### config.mk
export PLATFORM = sky130hd
export DESIGN_NAME = apb_master_bridge
export DESIGN_NICKNAME = d
export VERILOG_FILES = /design/src/rtl/apb_master_bridge.sv
export SDC_FILE = /design/constraint.sdc
export NUM_CORES = 1
export LEC_CHECK = 0
export CORE_ASPECT_RATIO = 1.25
export CORE_MARGIN = 1.5
export CORE_UTILIZATION = 62
export DETAILED_ROUTE_END_ITERATION = 8
export DONT_BUFFER_PORTS = 1
export GPL_TIMING_DRIVEN = 1
export PLACE_DENSITY = 0.78
export SETUP_SLACK_MARGIN = 0.5
export SLEW_MARGIN = 20
export SYNTH_ARGS = -nofsm -noshare
export SYNTH_HDL_FRONTEND = slang
export SYNTH_SLANG_ARGS = --single-unit
### constraint.sdc
create_clock -name clk -period 4.4 [get_ports clk]
set_input_delay 0.66 -clock clk [delete_from_list [all_inputs] [get_ports clk]]
set_output_delay 0.66 -clock clk [all_outputs]
set_load 0.02 [all_outputs]
### src/rtl/apb_master_bridge.sv
// Single-outstanding APB master: turns a valid/ready core request into APB SETUP/ACCESS
// phases, with a per-transfer ACCESS timeout so a hung peripheral cannot stall the core.
module apb_master_bridge #(
    parameter int unsigned ADDR_W  = 20,
    parameter int unsigned DATA_W  = 32,
    parameter int unsigned TIMEOUT = 255
) (
    input  logic              clk,
    input  logic              rst,
    input  logic              req_valid,
    output logic              req_ready,
    input  logic              req_write,
    input  logic [ADDR_W-1:0] req_addr,
    input  logic [DATA_W-1:0] req_wdata,
    output logic              rsp_valid,
    output logic [DATA_W-1:0] rsp_rdata,
    output logic              rsp_err,
    output logic [ADDR_W-1:0] paddr,
    output logic              pwrite,
    output logic              psel,
    output logic              penable,
    output logic [DATA_W-1:0] pwdata,
    input  logic              pready,
    input  logic [DATA_W-1:0] prdata,
    input  logic              pslverr
);

    localparam int unsigned TO_BITS = $clog2(TIMEOUT + 1);
    localparam int unsigned CNT_W   = (TO_BITS > 8) ? TO_BITS : 8;

    typedef enum logic [1:0] {
        IDLE   = 2'd0,
        SETUP  = 2'd1,
        ACCESS = 2'd2
    } state_t;

    state_t             state;
    logic [CNT_W-1:0]   wait_cnt;
    logic               abort_pend;

    // Abort fires after TIMEOUT consecutive pready-low ACCESS cycles; 0 disables it.
    logic timeout_hit;
    assign timeout_hit = (TIMEOUT != 0) && (wait_cnt == CNT_W'(TIMEOUT - 1));

    always_ff @(posedge clk or posedge rst) begin
        if (rst) begin
            state      <= IDLE;
            wait_cnt   <= '0;
            abort_pend <= 1'b0;
            req_ready  <= 1'b1;
            rsp_valid  <= 1'b0;
            rsp_rdata  <= '0;
            rsp_err    <= 1'b0;
            paddr      <= '0;
            pwrite     <= 1'b0;
            psel       <= 1'b0;
            penable    <= 1'b0;
            pwdata     <= '0;
        end else begin
            rsp_valid <= 1'b0;

            // Timeout response is issued one cycle after the bus has been released.
            if (abort_pend) begin
                abort_pend <= 1'b0;
                rsp_valid  <= 1'b1;
                rsp_rdata  <= '0;
                rsp_err    <= 1'b1;
                req_ready  <= 1'b1;
            end

            case (state)
                IDLE: begin
                    if (req_valid && req_ready) begin
                        paddr     <= req_addr;
                        pwrite    <= req_write;
                        pwdata    <= req_wdata;
                        psel      <= 1'b1;
                        req_ready <= 1'b0;
                        state     <= SETUP;
                    end
                end
                SETUP: begin
                    wait_cnt <= '0;
                    penable  <= 1'b1;
                    state    <= ACCESS;
                end
                ACCESS: begin
                    if (pready) begin
                        rsp_valid <= 1'b1;
                        rsp_rdata <= pwrite ? '0 : prdata;
                        rsp_err   <= pslverr;
                        psel      <= 1'b0;
                        penable   <= 1'b0;
                        req_ready <= 1'b1;
                        state     <= IDLE;
                    end else if (timeout_hit) begin
                        abort_pend <= 1'b1;
                        psel       <= 1'b0;
                        penable    <= 1'b0;
                        state      <= IDLE;
                    end else if (wait_cnt != '1) begin
                        wait_cnt <= wait_cnt + CNT_W'(1);
                    end
                end
                default: begin
                    psel    <= 1'b0;
                    penable <= 1'b0;
                    state   <= IDLE;
                end
            endcase
        end
    end

endmodule

== Word level (Yosys, flattened, before mapping) ==
Cells that the tools add are included.

* Flip-flop bits (word level): 101
* Input port bits: 90

* Multiplexer cells: 30
* Bitwise gates (word level): 2
* Reductions and logical operators: 8
* Equality and inequality tests: 9
* $add $sub $neg: 1

{| class="wikitable"
|+ Operator list
! operator !! count
|-
| $mux 32 || 4
|-
| $mux 8 || 3
|-
| $pmux 8 s2 || 1
|-
| $mux 1 || 15
|-
| $add 8x1->8 const B || 1
|-
| $eq 8x8->1 const B || 1
|-
| $ne 2x2->1 const B || 4
|-
| $ne 8x8->1 const B || 1
|-
| $mux 2 || 3
|-
| $pmux 1 s3 || 2
|-
| $pmux 2 s3 || 1
|-
| $reduce_and 2->1 || 3
|-
| $reduce_and 4->1 || 1
|-
| $ne 3x3->1 const B || 1
|-
| $reduce_and 3->1 || 1
|-
| $eq 2x1->1 const B || 1
|-
| $eq 2x2->1 const B || 1
|-
| $logic_not 2->1 || 1
|-
| $not 1->1 || 2
|-
| $pmux 1 s2 || 1
|-
| $reduce_bool 2->1 || 1
|-
| $logic_and 1x1->1 || 1
|}

== Depth between registers and ports, before layout ==
Gate-level depths: netlist of the first run.

* Depth after elaboration: 5
* Depth in mapped cells: 6
* Gate-level depth less buffers: 6

== Worst setup path after synthesis of the first run ==
No wires, ideal clock.

* Kind: reg2reg
* Start point: reg req_ready
* End point: reg paddr[0]
* Slack: 2.579 ns
* Cell stages (with the launch flop): 6
* Clock period less this slack: 1.821 ns
* Library setup time: 0.125 ns
* Data required time: 4.275 ns
* Arrival: 1.696 ns
* Path through: dfstp_2 > inv_1 > nor4b_1 > buf_2 > buf_4 > mux2_2

* Word-level cells in the longest chain between the ends: 2

{| class="wikitable"
|+ RTL lines
! what !! line !! RTL
|-
| start, declared || 11 || <nowiki>output logic req_ready,</nowiki>
|-
| start signal, assigned || 50 || <nowiki>req_ready <= 1'b1;</nowiki>
|-
| start signal, assigned || 68 || <nowiki>req_ready <= 1'b1;</nowiki>
|-
| start signal, assigned || 78 || <nowiki>req_ready <= 1'b0;</nowiki>
|-
| $logic_and 1x1->1 || 73 || <nowiki>if (req_valid && req_ready) begin</nowiki>
|-
| $reduce_and 2->1 (no line) || - ||
|-
| end signal, assigned || 74 || <nowiki>paddr <= req_addr;</nowiki>
|-
| end, declared || 18 || <nowiki>output logic [ADDR_W-1:0] paddr,</nowiki>
|}

Every way passes these cells.
A chain may end at the register's enable or synchronous reset.

== Worst setup path in the final report of the first run ==
* Start point: reg req_ready
* End point: reg paddr[13]

Same word-level chain as after synthesis.

==> results.cfg, run 1 <==
[timing]
fin_setup_tns_ns = 0
slew_headroom_pct = 37.51
fin_hold_ws_ns = 0.3807
clock.fmax_ghz = 0.5115
fin_skew_ns = 0.01647
worst_pin_slew_ns = 0.9374
period_needed_ns = 1.955
rsz0062_at_grt = no
hold_violations = 0
setup_viol = 0
slew_viol_final = 0
fin_crit_sh_pct = 44.43

[placed_design]
hpwl_mm = 5.304
port_buffers = 0
routabilityCongestion = 0.8361
dpl.cell_count = 345

[clocking]
cts_buffers = 9
clock_path_buffers = 2
clock_latency_ns = 0.36
root_buffer = clkbuf_8
cts_resized = 0
path_clk_slew_ns = 0.10
postCtsSetupRepairBufs = 0
htree_levels = 3
cts.sinks = 101
tritoncts = done
cts_hold_buf = 0

[final_layout]
fillers = 441
num_antenna_cells = 0
multi_input_area_sq_mm = 0.001281
regArea_sq_mm = 0.002529
final_common_cell = dfrtp_1
drive_gt1_share_pct = 29.35
final_cell_mix = dfrtp_1 (100), mux2_2 (53), a22o_1 (32)
layout.cells.non_filler = 361
syn2layout_area_growth_pct = 7.384
layout.nets = 363

[drt]
drcViolationCount = 0
vias = 2268
routed_wl_mm = 7.554
drtIter0Drc = 126
first_pass_iters = 4
vias_per_cell = 6.283
ant_nets = 0
route.detailed.wl_per_inst_um = 20.93

[power_and_ir_drop]
total_power_mw = 3.375
p_leak_nw = 1.868
p_per_area_mw_per_mm2 = 806.5
ir_drop_v = 0.0004452

[floorplanning]
num_rows = 32
start_util_pct = 63.62
io_pins = 180
core_sq_mm = 0.006126
die_x_um = 73.92
die_h_um = 91.65
die_area_sq_mm = 0.006774

[critical_path]
cp-start-kind = register
cp-end-kind = register
worstPathCellList = inv_1 > nor4b_2 > buf_4 > mux2_2
worstPathMaxFanout = 36
cp.required_ns = 4.64
worstSetupPathType = reg -> reg
crit_arrival_ns = 2.20
slowest_stage = dfstp_2
cpPeakStageDelay_ns = 0.61

[synth]
syn-num-nets = 361
synth-edff-count = 0
synth_cells = 269
synth_top_family_by_area = multiplexers
synth_compound_area_share_pct = 10.53
netlist_area_sq_mm = 0.003897
synth_xor_xnor_area_share_pct = 0.2247
synthSimpleGateAreaFrac_pct = 5.072
async_reset_ff_share_pct = 100.0
ys_seq_area_share_pct = 64.88
synth.avg_cell_area_sq_um = 14.49
synth_adder_area_share_pct = 0.6421
ys.flop_type = dfrtp_1
synth_mux_area_share_pct = 16.08
synth-seq-cells = 101
synth_cell_types = 35
yosys_warnings = 0

[global_route]
grtUsageMet2_pct = 36.24
met3_usage_pct = 7.473
grt-ovfl-total = 0
grt_pass1_wl_mm = 11.50
grt-busiest-layer = met2
grt_use_met1_pct = 27.00
grt_max_degree = 79
grt_use_total_pct = 22.66
antenna_found_initial = 0
grt_pass1_vias = 2311

[job]
drv_cap = 0

[outcome]
outcome = completed

[min_path]
min_path_type = in -> async
[Yosys cell counts (3+ instances only)]
cell type | instances | share of area [%]
and3_1 | 5 | 0.80
nand3_1 | 5 | 0.64
nand4_1 | 3 | 0.48
a21oi_1 | 5 | 0.64
nor2b_1 | 4 | 0.64
a22o_1 | 32 | 7.2
buf_2 | 5 | 0.64
dfrtp_1 | 100 | 64
inv_1 | 7 | 0.67
mux2i_1 | 3 | 0.77
clkbuf_1 | 4 | 0.39
nor2_1 | 6 | 0.58
nand2_1 | 7 | 0.67
buf_4 | 4 | 0.77
mux2_2 | 53 | 15
[path summary, 6_finish.rpt]
path                              from            end  slack (ns)  cells past startpoint
max in group asynchronous          rst      req_ready        3.10                      2
min in group clk            prdata[17]  rsp_rdata[17]        0.42                      1
hold reg to reg            wait_cnt[2]    wait_cnt[2]        0.56                      1
setup reg to reg             req_ready      paddr[13]        2.44                      4
setup / recovery             req_ready      paddr[13]        2.44                      4
hold / removal                     rst     pwdata[27]        0.38                      1
[cell families after synthesis]
kind of cell / after synthesis
flip-flops: 101
adder cells (fa/ha/maj): 2
XOR/XNOR: 1
buffers and inverters: 21
AND/OR/NAND/NOR: 37
AO/OA/AOI/OAI: 51
multiplexers: 56
[per-layer routing]
layer	vias to the layer above	wire length [um]
met5	-	0
met4	0	188
met3	19	825
met2	138	3784
met1	1135	2755
li1	976	-
[stage by stage]
stage,worst slack (ns),cell area [sq um],util [%]
floorplan,1.095,3897,-
global placement,2.493,3983,65.01
detailed placement,2.434,3983,65.01
CTS,2.428,4185,68.32
global route,2.338,4185,68.32
finish,2.445,4185,68.32
[flip-flops by register name (all words and copies together) (netlist names)]
name,flops
pwrite,1
pwdata,32
abort_pend,1
state,2
wait_cnt,8
penable,1
rsp_rdata,32
paddr,20
psel,1
req_ready,1
rsp_err,1
rsp_valid,1
[power breakdown]
group          switching, mW  internal (mW)
sequential             0.776           1.33
combinational          0.270          0.408
clock                  0.325          0.271
[critical path, delay by kind of cell, from the launching register on]
kind,cells,cell delay (ns)
mux,1,0.39
buf+inv,2,0.53
simple gates,1,0.30
flops,1,0.61
[area by class of cell]
type / instances / share of cell area, %
clock buffers: 9 / 2.960
clock inverters: 7 / 1.883
inverters: 7 / 0.6876
multi-input cells: 147 / 30.61
flip-flops and latches: 101 / 60.42
well taps: 85 / 2.541
repair buffers: 5 / 0.8969
(Power assumes the default switching activity.)
==> run 2: changes to the inputs <==
--- a/config.mk
+++ b/config.mk
@@ -5,13 +5,14 @@
 export SDC_FILE = /design/constraint.sdc
 export NUM_CORES = 1
 export LEC_CHECK = 0
+export ABC_AREA = 1
 export CORE_ASPECT_RATIO = 1.25
 export CORE_MARGIN = 1.5
-export CORE_UTILIZATION = 62
+export CORE_UTILIZATION = 56
 export DETAILED_ROUTE_END_ITERATION = 8
 export DONT_BUFFER_PORTS = 1
 export GPL_TIMING_DRIVEN = 1
-export PLACE_DENSITY = 0.78
+export PLACE_DENSITY = 0.74
 export SETUP_SLACK_MARGIN = 0.5
 export SLEW_MARGIN = 20
 export SYNTH_ARGS = -nofsm -noshare
==> constraint.sdc (replaced) <==
create_clock -name clk -period 1.7 [get_ports clk]
set_input_delay 0.255 -clock clk [delete_from_list [all_inputs] [get_ports clk]]
set_output_delay 0.255 -clock clk [all_outputs]
set_load 0.02 [all_outputs]
==> run 2 against run 1 <==
  * Sequential power rose to 2.6 times the previous value
  * Non-clock buffer count up 48
  * Critical path depth up 2
  * Largest power group unchanged
  * Utilization up 9.4 points
==> results.cfg, run 2 <==
[critical_path]
crit_path_frequent_cell = nand2_1
crit_arrival_ns = 1.84
cp-start-kind = register
worstSetupPathType = reg -> reg
cpPeakStageDelay_ns = 0.54
slowest_stage = dfrtp_1
cp-end-kind = register
worstPathMaxFanout = 7
startpoint = wait_cnt[2]
rr_startpoint = wait_cnt[2]
worstPathCellList = nand3_1 > o21ai_0 > nand2_1 > nor2_1 > nand2_2 > nand2_1
cp.required_ns = 2.00

[timing]
worst_pin_slew_ns = 0.5180
rsz0062_at_grt = yes
clock.fmax_ghz = 0.6454
period_needed_ns = 1.550
slew_viol_final = 0
hold_violations = 0
fin_setup_tns_ns = 0
fin_ws_ns = 0.1505
slew_headroom_pct = 65.47
fin_skew_ns = 0.01135
setup_viol = 0
fin_crit_sh_pct = 91.15

[power_and_ir_drop]
ir_drop_v = 0.001309
p_leak_nw = 2.815
p_per_area_mw_per_mm2 = 1860

[global_route]
grt-busiest-layer = met2
met3_usage_pct = 6.909
grt_max_degree = 61
grt-ovfl-total = 0
antenna_found_initial = 0
grtUsageMet2_pct = 53.46
grt_pass1_vias = 3564
grt_use_met1_pct = 32.72
grt_pass1_wl_mm = 17.42
grt_use_total_pct = 29.15

[synth]
synth_top_cells_by_count = nand2_1 (196), dfrtp_1 (100), nand3_1 (43)
synth-seq-cells = 101
yosysMostFrequentCell = nand2_1
yosys_warnings = 0
synth.avg_cell_area_sq_um = 8.925
syn-num-nets = 564
netlist.area_leader.share_pct = 59.40
synth_area_leaders = dfrtp_1 (59%), nand2_1 (17%), o21ai_2 (6.2%)
ys_seq_area_share_pct = 60.02
netlist_area_sq_mm = 0.004213
async_reset_ff_share_pct = 100.0
synth_cells = 472
synth_cell_types = 20
ys.flop_type = dfrtp_1
synth-edff-count = 0
yosys.area.top_type = dfrtp_1

[clocking]
cts_buffers = 9
clock_latency_ns = 0.36
clock_path_buffers = 2
tritoncts = done
root_buffer = clkbuf_8
cts.sinks = 101
path_clk_slew_ns = 0.10
htree_levels = 3

[final_layout]
final_util_pct = 77.69
num_antenna_cells = 0
final_common_cell = nand2_1
largestRegisters = pwdata x32, rsp_rdata x32, paddr x20
drive_gt1_share_pct = 40.83
syn2layout_area_growth_pct = 34.87
final_cell_mix = nand2_1 (115), dfrtp_1 (97), nand2_2 (60)
layout.nets = 616

[drt]
vias = 3469
drtIter0Drc = 184
first_pass_iters = 4
routed_wl_mm = 12.18
drcViolationCount = 0
ant_nets = 0
route.detailed.wl_per_inst_um = 19.61
vias_per_cell = 5.586

[floorplanning]
num_rows = 35
die_area_sq_mm = 0.008055
die_h_um = 99.97
start_util_pct = 57.60
die_x_um = 80.58
core_sq_mm = 0.007313
io_pins = 180

[placed_design]
hpwl_mm = 6.143
pre_cts_slack_ns = 0.1385
routabilityCongestion = 0.8273
port_buffers = 0

[min_path]
hold_start = req_addr[7]
min_path_type = in -> reg

[outcome]
outcome = completed

[job]
drv_cap = 0
run 2: metal layers:
metal,wire length (um),up-vias
met5,0,-
met4,355,0
met3,797,33
met2,6621,174
met1,4402,1687
li1,-,1575
run 2: final timing paths:
kind                                  to  slack, ns  cells after the start
min in group asynchronous  rsp_rdata[18]       0.47                      3
max in group asynchronous         pwrite       0.75                      3
min                             paddr[7]       0.01                      2
min reg2reg                    rsp_valid       0.53                      2
max reg2reg                  wait_cnt[5]       0.15                      6
max                          wait_cnt[5]       0.15                      6
run 2: cell families after synthesis:
| kind of cell | after synthesis | synth area share, % |
|---|---|---|
| and+or+nand+nor | 260 | 24.89 |
| AOI/OAI and AO/OA | 43 | 7.871 |
| DFF | 101 | 60.02 |
| adders and majority gates | 2 | 0.5939 |
| buffers and inverters | 66 | 6.623 |
run 2: timing repair:
action	4_1_cts	5_1_grt
setup buffers	20	5
pin swaps	30	25
gates cloned	13	1
gates resized for setup	93	80
hold endpoints to repair	111	3
endpoints found under the setup margin	101	102
hold buffers	12	3
run 2: power breakdown:
group | internal [mW] | switching, mW | total (mW)
Combinational | 1.68 | 1.94 | 3.61
Sequential | 3.39 | 2.17 | 5.56
Clock | 0.556 | 0.848 | 1.40
run 2: per-stage QoR:
stage / instance area [sq um] / hold slack [ns] / instances / power (mW)
after global routing: 5682 / 0.0003400 / 621 / 11.11
after floorplan: 4368 / 0.3285 / 472 / 6.931
final: 5682 / 0.01231 / 621 / 10.57
after global placement: 4379 / 0.2530 / 551 / 7.255
after CTS: 5274 / 0.00004319 / 612 / 9.904
after detailed placement: 4379 / 0.2510 / 551 / 7.398
run 2: area by class of cell:
class                      instances  area, sq um
sequential                       101         2532
clock buffer                      11        131.4
fill                             460         1632
timing repair buffer              53        625.6
timing repair inverter             7        107.6
multi-input combinational        308         1939
inverter                          44        185.2
clock inverter                     5        45.04
tap                               92        115.1
run 2: critical path: cells and delay by family, from the launching register on:
family	cells	cell delay (ns)
AOI/OAI and AO/OA	1	0.29
and+or+nand+nor	5	0.64
DFF	1	0.54
==> run 3: changes to the inputs <==
--- a/config.mk
+++ b/config.mk
@@ -6,7 +6,6 @@
 export NUM_CORES = 1
 export LEC_CHECK = 0
 export ABC_AREA = 1
-export CORE_ASPECT_RATIO = 1.25
 export CORE_MARGIN = 1.5
 export CORE_UTILIZATION = 56
 export DETAILED_ROUTE_END_ITERATION = 8
==> run 3 against run 2 <==
  * Final area fell by 4.4%
  * Global-route usage fell by 3.3 points
  * Worst hold slack got worse by 0.0041 ns
  * Register-to-register slack improved by 0.07 ns
  * Largest cell class unchanged
==> results.cfg, run 3 (same netlist as run 2, synthesis figures left out) <==
[outcome]
outcome = completed

[timing]
period_needed_ns = 1.478
fin_skew_ns = 0.01057
worst_pin_slew_ns = 0.5184
hold_violations = 0
fin_setup_tns_ns = 0
slew_headroom_pct = 65.44
fin_ws_ns = 0.2222
clock.fmax_ghz = 0.6767
rsz0062_at_grt = yes
fin_crit_sh_pct = 86.93
setup_viol = 0
fin_hold_ws_ns = 0.008173
slew_viol_final = 0

[drt]
ant_nets = 0
drtIter0Drc = 135
routed_wl_mm = 11.19
drcViolationCount = 0
vias = 3402
route.detailed.wl_per_inst_um = 17.73
first_pass_iters = 5
vias_per_cell = 5.391

[final_layout]
fin_area_sq_mm = 0.005430
drive_gt1_share_pct = 26.13
layout.nets = 619
final_common_cell = nand2_1
largestRegisters = pwdata x32, rsp_rdata x32, paddr x20
syn2layout_area_growth_pct = 28.90
final_cell_mix = nand2_1 (181), dfrtp_1 (97), inv_1 (39)
num_antenna_cells = 0

[floorplanning]
die_x_um = 89.74
die_area_sq_mm = 0.008052
num_rows = 31
start_util_pct = 58.08
core_sq_mm = 0.007253
io_pins = 180
die_h_um = 89.74

[clocking]
tritoncts = done
cts_buffers = 9
htree_levels = 3
clock_path_buffers = 2
path_clk_slew_ns = 0.10
cts.sinks = 101
clock_latency_ns = 0.36
root_buffer = clkbuf_8

[placed_design]
port_buffers = 0
hpwl_mm = 5.989
post_dp_cell_area_sq_mm = 0.004368
pre_cts_slack_ns = 0.09274
routabilityCongestion = 0.8763

[critical_path]
cp-start-kind = register
cp-end-kind = register
cp.required_ns = 1.95
crit_arrival_ns = 1.73
worstSetupPathType = reg -> reg
worstPathMaxFanout = 24
reg2reg_setup_slack_ns = 0.22
rr_startpoint = req_ready
startpoint = req_ready

[job]
drv_cap = 0

[global_route]
grt_pass1_wl_mm = 16.57
grt-ovfl-total = 0
grt_max_degree = 102
antenna_found_initial = 0
grt_pass1_vias = 3384
grt_use_total_pct = 25.87

[power_and_ir_drop]
ir_drop_v = 0.001074
p_per_area_mw_per_mm2 = 1781
p_leak_nw = 2.766
total_power_mw = 9.671

[min_path]
hold_start = req_wdata[31]
min_path_type = in -> reg
run 3: cell count changes in the layout (fill, tap and decap cells not counted), moves of 3 or more:
cell and delta:
buf_4 -3, dlygate4sd3_1 +15, inv_12 -4, inv_8 -3
nand2_1 +66, nand2_2 -47, nand2_4 -20, nand3_1 -3
nand3_2 +4
run 3: through the flow:
step | utilization [%] | cells
2_1_floorplan | - | 472
3_3_place_gp | 60.22 | 557
3_5_place_dp | 60.22 | 557
4_1_cts | 70.17 | 619
5_1_grt | 74.87 | 631
6_report | 74.87 | 631
run 3: timing repair:
item                                   4_1_cts  5_1_grt
endpoints found under the hold margin      124        5
gates cloned                                 5        3
gates resized for setup                     33       43
hold buffers                                25        5
pin swaps                                   10       17
setup endpoints to repair                  101      102
buffers inserted                            16        4
run 3: routing by layer:
metal / vias up / wire length (um) / GRT usage [%] / share of wire (%)
met5: - / 0 / 0 / 0
met4: 0 / 232 / 9.392 / 2.1
met3: 24 / 947 / 8.545 / 8.5
met2: 168 / 5853 / 43.70 / 52
met1: 1637 / 4155 / 31.02 / 37
li1: 1573 / - / - / -
run 3: power breakdown:
part | switching, mW | internal [mW]
combinational | 1.58 | 1.35
sequential | 2.00 | 3.39
clock | 0.817 | 0.537
run 3: path summary, 6_finish.rpt:
path / cells past startpoint / end
max: 6 / pwdata[7]
min: 2 / pwdata[31]
max reg2reg: 6 / pwdata[7]
min reg2reg: 2 / rsp_valid
max in group asynchronous: 3 / wait_cnt[0]
min in group asynchronous: 3 / rsp_valid
run 3: area by class of cell:
type	instances	area, sq um
well taps	99	123.9
inverters	44	176.4
flip-flops and latches	101	2532
fillers	505	1823
clock inverters	5	36.28
multi-input cells	308	1692
repair buffers	63	738.2
clock buffers	11	131.4
run 3: critical path, stage by stage, from the launching register on:
cell	delay, ns
dfstp_2	0.62
nand2_2	0.09
nor3_4	0.21
inv_4	0.12
buf_16	0.19
nand2_1	0.07
nand2_1	0.06
